## src/rtl/mc_duty_sequencer.sv

```systemverilog
// mc_duty_sequencer: turns per-phase A/B duty counts into DesiredLoad codes for top_commutation.
// Duties are double-buffered and the segment order alternates every switching period.
module mc_duty_sequencer #(
    parameter int PERIOD    = 400,
    parameter int CW        = 10,
    parameter int MIN_DWELL = 40
) (
    input  logic              clk,
    input  logic              rst,
    input  logic              en,
    input  logic              short,
    input  logic              duty_valid,
    output logic              duty_ready,
    input  logic [3*CW-1:0]   duty_a,
    input  logic [3*CW-1:0]   duty_b,
    output logic [5:0]        desired_load,
    output logic              start_out,
    output logic              period_tick,
    output logic              dir,
    output logic              load_err,
    output logic              fault
);

    typedef enum logic [1:0] {
        ST_IDLE = 2'd0,
        ST_ARM  = 2'd1,
        ST_RUN  = 2'd2
    } state_t;

    localparam logic [CW:0]     PERIOD_W = (CW+1)'(PERIOD);
    localparam logic [CW:0]     DWELL_W  = (CW+1)'(MIN_DWELL);
    localparam logic [CW:0]     ZERO_W   = {(CW+1){1'b0}};
    localparam logic [CW-1:0]   CNT_LAST = CW'(PERIOD - 1);
    localparam logic [CW-1:0]   CNT_ZERO = {CW{1'b0}};
    localparam logic [3*CW-1:0] BUF_ZERO = {(3*CW){1'b0}};
    localparam logic [1:0]      SEL_A    = 2'b01;
    localparam logic [1:0]      SEL_B    = 2'b10;
    localparam logic [1:0]      SEL_C    = 2'b11;

    function automatic logic over_range(input logic [CW-1:0] a, input logic [CW-1:0] b);
        logic [CW:0] sum;
        sum = {1'b0, a} + {1'b0, b};
        return (sum > PERIOD_W);
    endfunction

    // Drops sub-dwell A/B segments, then folds a sub-dwell C remainder into the longer of A/B
    function automatic logic [3*CW-1:0] sanitise(input logic [CW-1:0] a, input logic [CW-1:0] b);
        logic [CW:0] sa, sb, sc, oa, ob, oc;
        logic        fold;
        sa   = (({1'b0, a} != ZERO_W) && ({1'b0, a} < DWELL_W)) ? ZERO_W : {1'b0, a};
        sb   = (({1'b0, b} != ZERO_W) && ({1'b0, b} < DWELL_W)) ? ZERO_W : {1'b0, b};
        sc   = PERIOD_W - sa - sb;
        fold = (sc != ZERO_W) && (sc < DWELL_W);
        oa   = (fold && (sa >= sb)) ? (sa + sc) : sa;
        ob   = (fold && (sa < sb)) ? (sb + sc) : sb;
        oc   = fold ? ZERO_W : sc;
        return {oa[CW-1:0], ob[CW-1:0], oc[CW-1:0]};
    endfunction

    function automatic logic [1:0] seg_sel(input logic [CW-1:0] cnt, input logic [CW-1:0] a,
                                           input logic [CW-1:0] b, input logic [CW-1:0] c,
                                           input logic rev);
        logic [CW:0] cv, first, second;
        logic [1:0]  sel;
        cv     = {1'b0, cnt};
        first  = rev ? {1'b0, c} : {1'b0, a};
        second = first + {1'b0, b};
        if (cv < first) begin
            sel = rev ? SEL_C : SEL_A;
        end else if (cv < second) begin
            sel = SEL_B;
        end else begin
            sel = rev ? SEL_A : SEL_C;
        end
        return sel;
    endfunction

    state_t          state_r, state_nx_s;
    logic [CW-1:0]   cnt_r;
    logic            dir_r;
    logic [3*CW-1:0] sh_a_r, sh_b_r, sh_c_r, act_a_r, act_b_r, act_c_r;
    logic [3*CW-1:0] san_a_s, san_b_s, san_c_s;
    logic            sh_full_r, sh_full_nx_s, act_valid_r;
    logic            reject_s, offer_s, accept_s, run_stay_s, wrap_s, swap_s;
    logic [5:0]      dl_nx_s, desired_load_r;
    logic            start_nx_s, tick_nx_s;
    logic            start_out_r, period_tick_r, load_err_r, fault_r, duty_ready_r;

    // Range check and sanitise every phase of the offered set
    always_comb begin
        reject_s = 1'b0;
        san_a_s  = BUF_ZERO;
        san_b_s  = BUF_ZERO;
        san_c_s  = BUF_ZERO;
        for (int i = 0; i < 3; i++) begin
            reject_s = reject_s | over_range(duty_a[i*CW +: CW], duty_b[i*CW +: CW]);
            {san_a_s[i*CW +: CW], san_b_s[i*CW +: CW], san_c_s[i*CW +: CW]} =
                sanitise(duty_a[i*CW +: CW], duty_b[i*CW +: CW]);
        end
    end

    // Handshake and buffer swap; a swap empties the shadow before an accept refills it
    always_comb begin
        offer_s    = duty_valid & duty_ready_r;
        accept_s   = offer_s & ~reject_s & ~short;
        run_stay_s = (state_r == ST_RUN) & (state_nx_s == ST_RUN);
        wrap_s     = run_stay_s & (cnt_r == CNT_LAST);
        swap_s     = ((state_r == ST_ARM) & ~short) | (wrap_s & sh_full_r);
        if (short) begin
            sh_full_nx_s = 1'b0;
        end else if (accept_s) begin
            sh_full_nx_s = 1'b1;
        end else if (swap_s) begin
            sh_full_nx_s = 1'b0;
        end else begin
            sh_full_nx_s = sh_full_r;
        end
    end

    // FSM state register
    always_ff @(posedge clk or negedge rst) begin
        if (!rst) begin
            state_r <= ST_IDLE;
        end else begin
            state_r <= state_nx_s;
        end
    end

    // FSM next state; a latched fault holds IDLE until en is released
    always_comb begin
        state_nx_s = ST_IDLE;
        case (state_r)
            ST_IDLE: begin
                if (en && !fault_r && !short) begin
                    if (sh_full_r) begin
                        state_nx_s = ST_ARM;
                    end else if (act_valid_r) begin
                        state_nx_s = ST_RUN;
                    end else begin
                        state_nx_s = ST_IDLE;
                    end
                end else begin
                    state_nx_s = ST_IDLE;
                end
            end
            ST_ARM, ST_RUN: begin
                if (en && !short) begin
                    state_nx_s = ST_RUN;
                end else begin
                    state_nx_s = ST_IDLE;
                end
            end
            default: state_nx_s = ST_IDLE;
        endcase
    end

    // FSM outputs for the next cycle, derived from the current count
    always_comb begin
        dl_nx_s    = 6'b000000;
        start_nx_s = 1'b0;
        tick_nx_s  = 1'b0;
        if (run_stay_s) begin
            for (int i = 0; i < 3; i++) begin
                dl_nx_s[2*i +: 2] = seg_sel(cnt_r, act_a_r[i*CW +: CW], act_b_r[i*CW +: CW],
                                            act_c_r[i*CW +: CW], dir_r);
            end
            start_nx_s = 1'b1;
            tick_nx_s  = (cnt_r == CNT_LAST);
        end else begin
            dl_nx_s    = 6'b000000;
            start_nx_s = 1'b0;
            tick_nx_s  = 1'b0;
        end
    end

    // Registered outputs
    always_ff @(posedge clk or negedge rst) begin
        if (!rst) begin
            desired_load_r <= 6'b000000;
            start_out_r    <= 1'b0;
            period_tick_r  <= 1'b0;
        end else begin
            desired_load_r <= dl_nx_s;
            start_out_r    <= start_nx_s;
            period_tick_r  <= tick_nx_s;
        end
    end

    // Period counter and order toggle; any exit from RUN restarts forward at zero
    always_ff @(posedge clk or negedge rst) begin
        if (!rst) begin
            cnt_r <= CNT_ZERO;
            dir_r <= 1'b0;
        end else if (run_stay_s) begin
            cnt_r <= wrap_s ? CNT_ZERO : (cnt_r + 1'b1);
            dir_r <= wrap_s ? ~dir_r : dir_r;
        end else begin
            cnt_r <= CNT_ZERO;
            dir_r <= 1'b0;
        end
    end

    // Shadow and active duty buffers
    always_ff @(posedge clk or negedge rst) begin
        if (!rst) begin
            sh_a_r      <= BUF_ZERO;
            sh_b_r      <= BUF_ZERO;
            sh_c_r      <= BUF_ZERO;
            act_a_r     <= BUF_ZERO;
            act_b_r     <= BUF_ZERO;
            act_c_r     <= BUF_ZERO;
            act_valid_r <= 1'b0;
        end else if (short) begin
            sh_a_r      <= BUF_ZERO;
            sh_b_r      <= BUF_ZERO;
            sh_c_r      <= BUF_ZERO;
            act_a_r     <= BUF_ZERO;
            act_b_r     <= BUF_ZERO;
            act_c_r     <= BUF_ZERO;
            act_valid_r <= 1'b0;
        end else begin
            if (accept_s) begin
                sh_a_r <= san_a_s;
                sh_b_r <= san_b_s;
                sh_c_r <= san_c_s;
            end
            if (swap_s) begin
                act_a_r     <= sh_a_r;
                act_b_r     <= sh_b_r;
                act_c_r     <= sh_c_r;
                act_valid_r <= 1'b1;
            end
        end
    end

    // Handshake status, reject pulse and latched fault
    always_ff @(posedge clk or negedge rst) begin
        if (!rst) begin
            sh_full_r    <= 1'b0;
            duty_ready_r <= 1'b1;
            load_err_r   <= 1'b0;
            fault_r      <= 1'b0;
        end else begin
            sh_full_r    <= sh_full_nx_s;
            duty_ready_r <= ~sh_full_nx_s;
            load_err_r   <= offer_s & reject_s;
            if (short) begin
                fault_r <= 1'b1;
            end else if (!en) begin
                fault_r <= 1'b0;
            end
        end
    end

    assign desired_load = desired_load_r;
    assign start_out    = start_out_r;
    assign period_tick  = period_tick_r;
    assign dir          = dir_r;
    assign load_err     = load_err_r;
    assign fault        = fault_r;
    assign duty_ready   = duty_ready_r;

endmodule

```

## config.mk

```make
export PLATFORM = sky130hd
export DESIGN_NAME = mc_duty_sequencer
export DESIGN_NICKNAME = d
export VERILOG_FILES = /design/src/rtl/mc_duty_sequencer.sv
export SDC_FILE = /design/constraint.sdc
export NUM_CORES = 1
export LEC_CHECK = 0
export BUFFER_PORTS_ARGS = -buffer_cell sky130_fd_sc_hd__buf_2
export CAP_MARGIN = 20
export CORE_MARGIN = 8
export CORE_UTILIZATION = 45
export DETAILED_ROUTE_END_ITERATION = 6
export MAX_ROUTING_LAYER = met4
export SETUP_SLACK_MARGIN = 0.1
export SLEW_MARGIN = 40
export SYNTH_ARGS = -nofsm -noshare
export SYNTH_HDL_FRONTEND = slang
export SYNTH_SLANG_ARGS = --single-unit
```

## constraint.sdc

```tcl
create_clock -name clk -period 4.6 [get_ports clk]
set_clock_uncertainty 0.2 [all_clocks]
set_input_delay 0.46 -clock clk [delete_from_list [all_inputs] [get_ports clk]]
set_output_delay 0.46 -clock clk [all_outputs]
set_load 0.01 [all_outputs]
```

== Word level (Yosys, flattened, before mapping) ==
Index checks and enable logic that the tools add are counted.
Cells by class
  $mul: 0
  eq/ne operators: 6
  bitwise gates (word level): 15
  shift-type cells: 0
  add/subtract/negate cells: 19
  order comparisons: 24
  divide/modulo/power cells: 0
  mux-type cells: 57
  reduce and logical (&&, ||, !) cells: 33
Operators with widths (count)
  2-to-1 mux 30 bit: 12
  2-to-1 mux 10 bit: 20
  adder 10 x 10 -> 11 bit: 6
  adder 10 bit: 6
  < comparator 10 bit: 6
  < comparator 10 x 6 -> 1 bit, second input constant: 6
  nonzero test 10 bit: 6
  greater-than comparator 11 x 9 -> 1 bit, second input constant: 3
  < comparator 10 x 11 -> 1 bit: 3
  < comparator 11 x 6 -> 1 bit, second input constant: 3
  nonzero test 11 bit: 3
  subtractor 11 x 10 -> 11 bit: 3
  subtractor 9 x 10 -> 11 bit, first input constant: 3
  greater-or-equal comparator 10 bit: 3
  2-to-1 mux 2 bit: 12
  logical AND 1 bit: 18
  2-to-1 mux 1 bit: 11
  adder 10 x 1 -> 10 bit, second input constant: 1
  equality test 10 x 9 -> 1 bit, second input constant: 1
  bitwise AND 1 bit: 8
  2-to-1 mux 6 bit: 1
  equality test 2 bit, second input constant: 2
  inequality test 2 x 1 -> 1 bit, second input constant: 2
  NOT 1 bit: 4
  other kinds (7): 11
Storage, ports and cells
  memories: 0
  word-level logic and storage cells: 171
  output and inout port bits: 12
  RAM bits: 0
  input bits: 65
  ROM bits: 0
  bits in latches: 0
  register bits: 206

== Depth between registers and ports, before layout ==
  depth after elaboration: 14
  gate-level depth with buffers: 21
  gate-level depth less buffers: 21

== Worst setup path after synthesis ==
OpenSTA, ideal clock, no wires.
  path kind: reg-to-reg
  start: register dir_r (netlist: dir)
  end: register desired_load_r[5] (netlist: desired_load[5])
  setup slack: -0.139 ns
  data arrival time: 4.453 ns
  cell stages (with the launch flop): 19
  clock period less this slack: 4.739 ns
  buffers on the path: 2
  cells stage by stage: dfrtp_1 clkbuf_1 clkbuf_1 mux2i_1 inv_1 fa_1 a21o_1 a21oi_1 o21bai_1 a31o_2 a21oi_1 xor2_1 ha_1 or4_1 nor2_1 o21ai_0 and3_1 a311o_1 nor3_1
Between the ends
  longest elaborated chain between the ends: 6
  elaborated cells on any way between the ends: 9
  classes of those cells: add/sub: 1; order compare: 2; mux: 6
Ends and longest elaborated chain
  from (decl): RTL line 80  | logic dir_r;
  from (signal assigned): RTL line 196  | dir_r <= wrap_s ? ~dir_r : dir_r;
  2-to-1 mux 10 bit: RTL line 66  | first = rev ? {1'b0, c} : {1'b0, a};
  adder 10 x 10 -> 11 bit: RTL line 67  | second = first + {1'b0, b};
  < comparator 10 x 11 -> 1 bit: RTL line 70  | end else if (cv < second) begin
  2-to-1 mux 2 bit: RTL line 70
  2-to-1 mux 2 bit (*): RTL line 68  | if (cv < first) begin
  2-to-1 mux 6 bit (*): RTL line 162  | if (run_stay_s) begin
  net dl_nx_s[5]: RTL line 85  | logic [5:0] dl_nx_s, desired_load_r;
  to (signal assigned): RTL line 183  | desired_load_r <= dl_nx_s;
  to (decl): RTL line 85
Mark *: on every way through the listed nets, which the timed path passes. The rest lies on a longest branch.
A chain may end at the register's enable or synchronous reset.

== Final worst setup path ==
Ends and elaborated chain as after synthesis.

==> run metrics <==
reg2reg setup slack=~0.28 ns; number of port buffers=76; Post-synth EDFFs=0; initial DRC count=between 1000 and 1500; largest net degree at the start of global routing=95; post-synth cell types=85; sequential area share after synthesis=0.286; Ys Warns=0; DRT Pass-1 Iters=4; cts bufs inserted=21; TNS Setup=0 ns; leakage power=approximately 11 nW; clock slew at reported path FFs=approximately 0.060 ns; R2R depth=16; peak supply drop=0.177 mV; share of layout cells above drive strength 1=0.198; FP Rows=73; WHS Path Cells=4; switch share=0.346; CTS tree=yes; Switch Pwr=about 2.1 mW; initial core utilization=0.455; PwrDens=282 nW/um^2; unrepaired setup endpoints after global routing=yes; asr flop ratio synth=1.00; syn nets=between 2000 and 2500; # diodes=0; most frequent cells in the layout=buf_4, ha_1, dfrtp_1, a21oi_1, inv_1; Die X=around 220 um; initial antenna violation count=0; Synth Cell Area=18000 um^2; Synth Area per Inst=~9.1 um^2; Critical Path AT=4.54 ns; Ports=77; Main synth FF type=dfrtp_1; fill cell count=roughly 3700; total number of vias=between 15000 and 20000; Max-Cap Viols=0; # DRC=0; Worst Setup Start Kind=register; worst min-delay path class=input port to register; Clock Latency Late Sink=~0.50 ns; grt ovf=0; CTS H-tree lvls=1; Vias/cell=between 5 and 6; Layout area overhead=20.2%; final-report max-slew violation count=0; final core occ=0.547; Slew @ Worst Pin=0.837 ns; final setup vio count=0; Worst EP required=approximately 4.8 ns; Core ar.=slightly below 40000 um^2; clock share of power=0.266; Root Buffer Master=clkbuf_16; max frequency=between 200 and 250 MHz; Die Ht=around 220 um; worst setup path category=register to register; clock sinks=about 210; commonest non-fill, non-tap cell in the layout=buf_4; Hold EP=sh_b_r[16]$_DFFE_PN0P_; vias in the first global route=around 16000; Routability Congestion=a little over 0.9; status=finished, final reports clean; Worst R2R End=desired_load[5]$_DFF_PN0_; internal power=approximately 4.0 mW; Final min period=about 4.3 ns; critical hold path startpoint=duty_b[16]; Yosys reg bits=between 200 and 250; Total Power=between 6 and 7 mW; first-pass GRT wire length=between 80 and 90 mm; Gate power share=0.437; Max-Slew Margin vs Limit=0.442; post-route ant nets=0; drt wl/cell=18.2 um; final critical-path setup slack=about 0.28 ns; Post-Syn Instances=between 1500 and 2000; Total GRT Usage=0.219; DRT Wirelength=just over 50 mm; dpl ws=-0.254 ns; Post-DP HPWL=about 41 mm; Reg power frac=0.298; Hold WS=just under 0.2 ns; Max clock buf depth=3; r2r startpoint=dir$_DFFE_PN0P_; period utilization=0.939; crit-path max FO=4; Critical Path End Type=register; count of nets after finishing=~2600; Final Hold Violating Endpoints=0; die area=around 47000 um^2
## flip-flops by register name (all words and copies together) (netlist names), 2 cells and up
register,flops
act_a_r,30
act_b_r,30
act_c_r,30
sh_a_r,30
sh_b_r,30
sh_c_r,30
cnt_r,10
desired_load,6
state_r,2
## layer usage
layer	global-route usage	share of wire
met4	0.0424	0.015
met5	-	0
met2	0.335	0.44
met1	0.319	0.51
met3	0.0125	0.032
## Yosys cell counts (18+ instances only)
library cell,instances,share of area
nor3_1,55,0.015
buf_2,27,0.0075
a211oi_1,49,0.020
dfrtp_1,205,0.28
nand2_1,94,0.020
a22o_1,91,0.044
inv_1,163,0.034
nor4_1,21,0.0073
nand2b_1,20,0.0069
a31oi_1,20,0.0069
o21ai_0,85,0.024
nand4_1,34,0.012
nor2_1,54,0.011
ha_1,251,0.17
a21o_1,44,0.018
a21oi_1,179,0.050
nand3_1,47,0.013
xor2_1,35,0.017
xnor2_1,67,0.033
and3_1,18,0.0062
mux2i_1,61,0.034
clkbuf_1,62,0.013
## how the worst max path moves through the flow
stage / start / to / slack [ns] / cells past startpoint
floorplan: dir$_DFFE_PN0P_ / desired_load[5]$_DFF_PN0_ / 0.09 / 18
global placement: duty_a[27] / sh_a_r[25]$_DFFE_PN0P_ / -0.30 / 18
detailed placement: duty_a[27] / sh_a_r[25]$_DFFE_PN0P_ / -0.25 / 18
CTS: dir$_DFFE_PN0P_ / desired_load[5]$_DFF_PN0_ / 0.15 / 16
global route: dir$_DFFE_PN0P_ / desired_load[5]$_DFF_PN0_ / 0.04 / 16
finish: dir$_DFFE_PN0P_ / desired_load[5]$_DFF_PN0_ / 0.28 / 16
## worst max-delay path: stages, from the launching register on
cell and delay [ns]:
dfrtp_2 0.44, mux2_2 0.39, ha_1 0.22, fa_1 0.41, a21o_1 0.22, a21oi_2 0.17
o21bai_1 0.10, a31o_2 0.27, a21oi_1 0.17, xor2_1 0.09, ha_1 0.19, or4_1 0.54
nor2_1 0.10, o21ai_1 0.09, and3_1 0.19, a311o_1 0.36, nor3_2 0.10
## area by class of cell
class	instances	area, um^2	area share
clock buffers	28	582	0.0268
clock inverters	7	66.3	0.00306
inverters	163	612	0.0282
multi-input cells	1520	12000	0.555
flip-flops and latches	206	5160	0.238
well taps	525	657	0.0303
repair buffers	353	2570	0.118
## metrics by stage
stage / area, um^2 / cells
detailed placement: 20900 / 2763
finish: 21700 / 2802
CTS: 21600 / 2800
global route: 21700 / 2802
global placement: 20900 / 2763
floorplan: 18100 / 1981
## power by group through the flow
stage / clock [mW] / sequential, mW / combinational (mW)
floorplan: 0 / 1.86 / 1.54
global placement: 0 / 1.86 / 2.57
detailed placement: 0 / 1.86 / 2.61
CTS: 1.67 / 1.82 / 2.62
global route: 1.73 / 1.82 / 2.94
finish: 1.63 / 1.82 / 2.68
## what timing repair did
item | in CTS | in global routing
endpoints found under the hold margin | 81 | 0
hold buffers | 2 | 0
setup endpoints to repair | 0 | 24
gates resized for setup | 0 | 23
setup buffers | 0 | 2
## logic make-up (layout without fill, tap and decap cells)
family                   Yosys count  after routing  synth area share
AO/OA/AOI/OAI                    637            637             0.244
XOR/XNOR                         104            104            0.0513
AND/OR/NAND/NOR                  441            441             0.132
flip-flops                       206            206             0.286
multiplexers                      69             69            0.0388
buffers and inverters            255            551            0.0558
adder cells (fa/ha/maj)          269            269             0.192
Power figures use the tool's default switching activity.
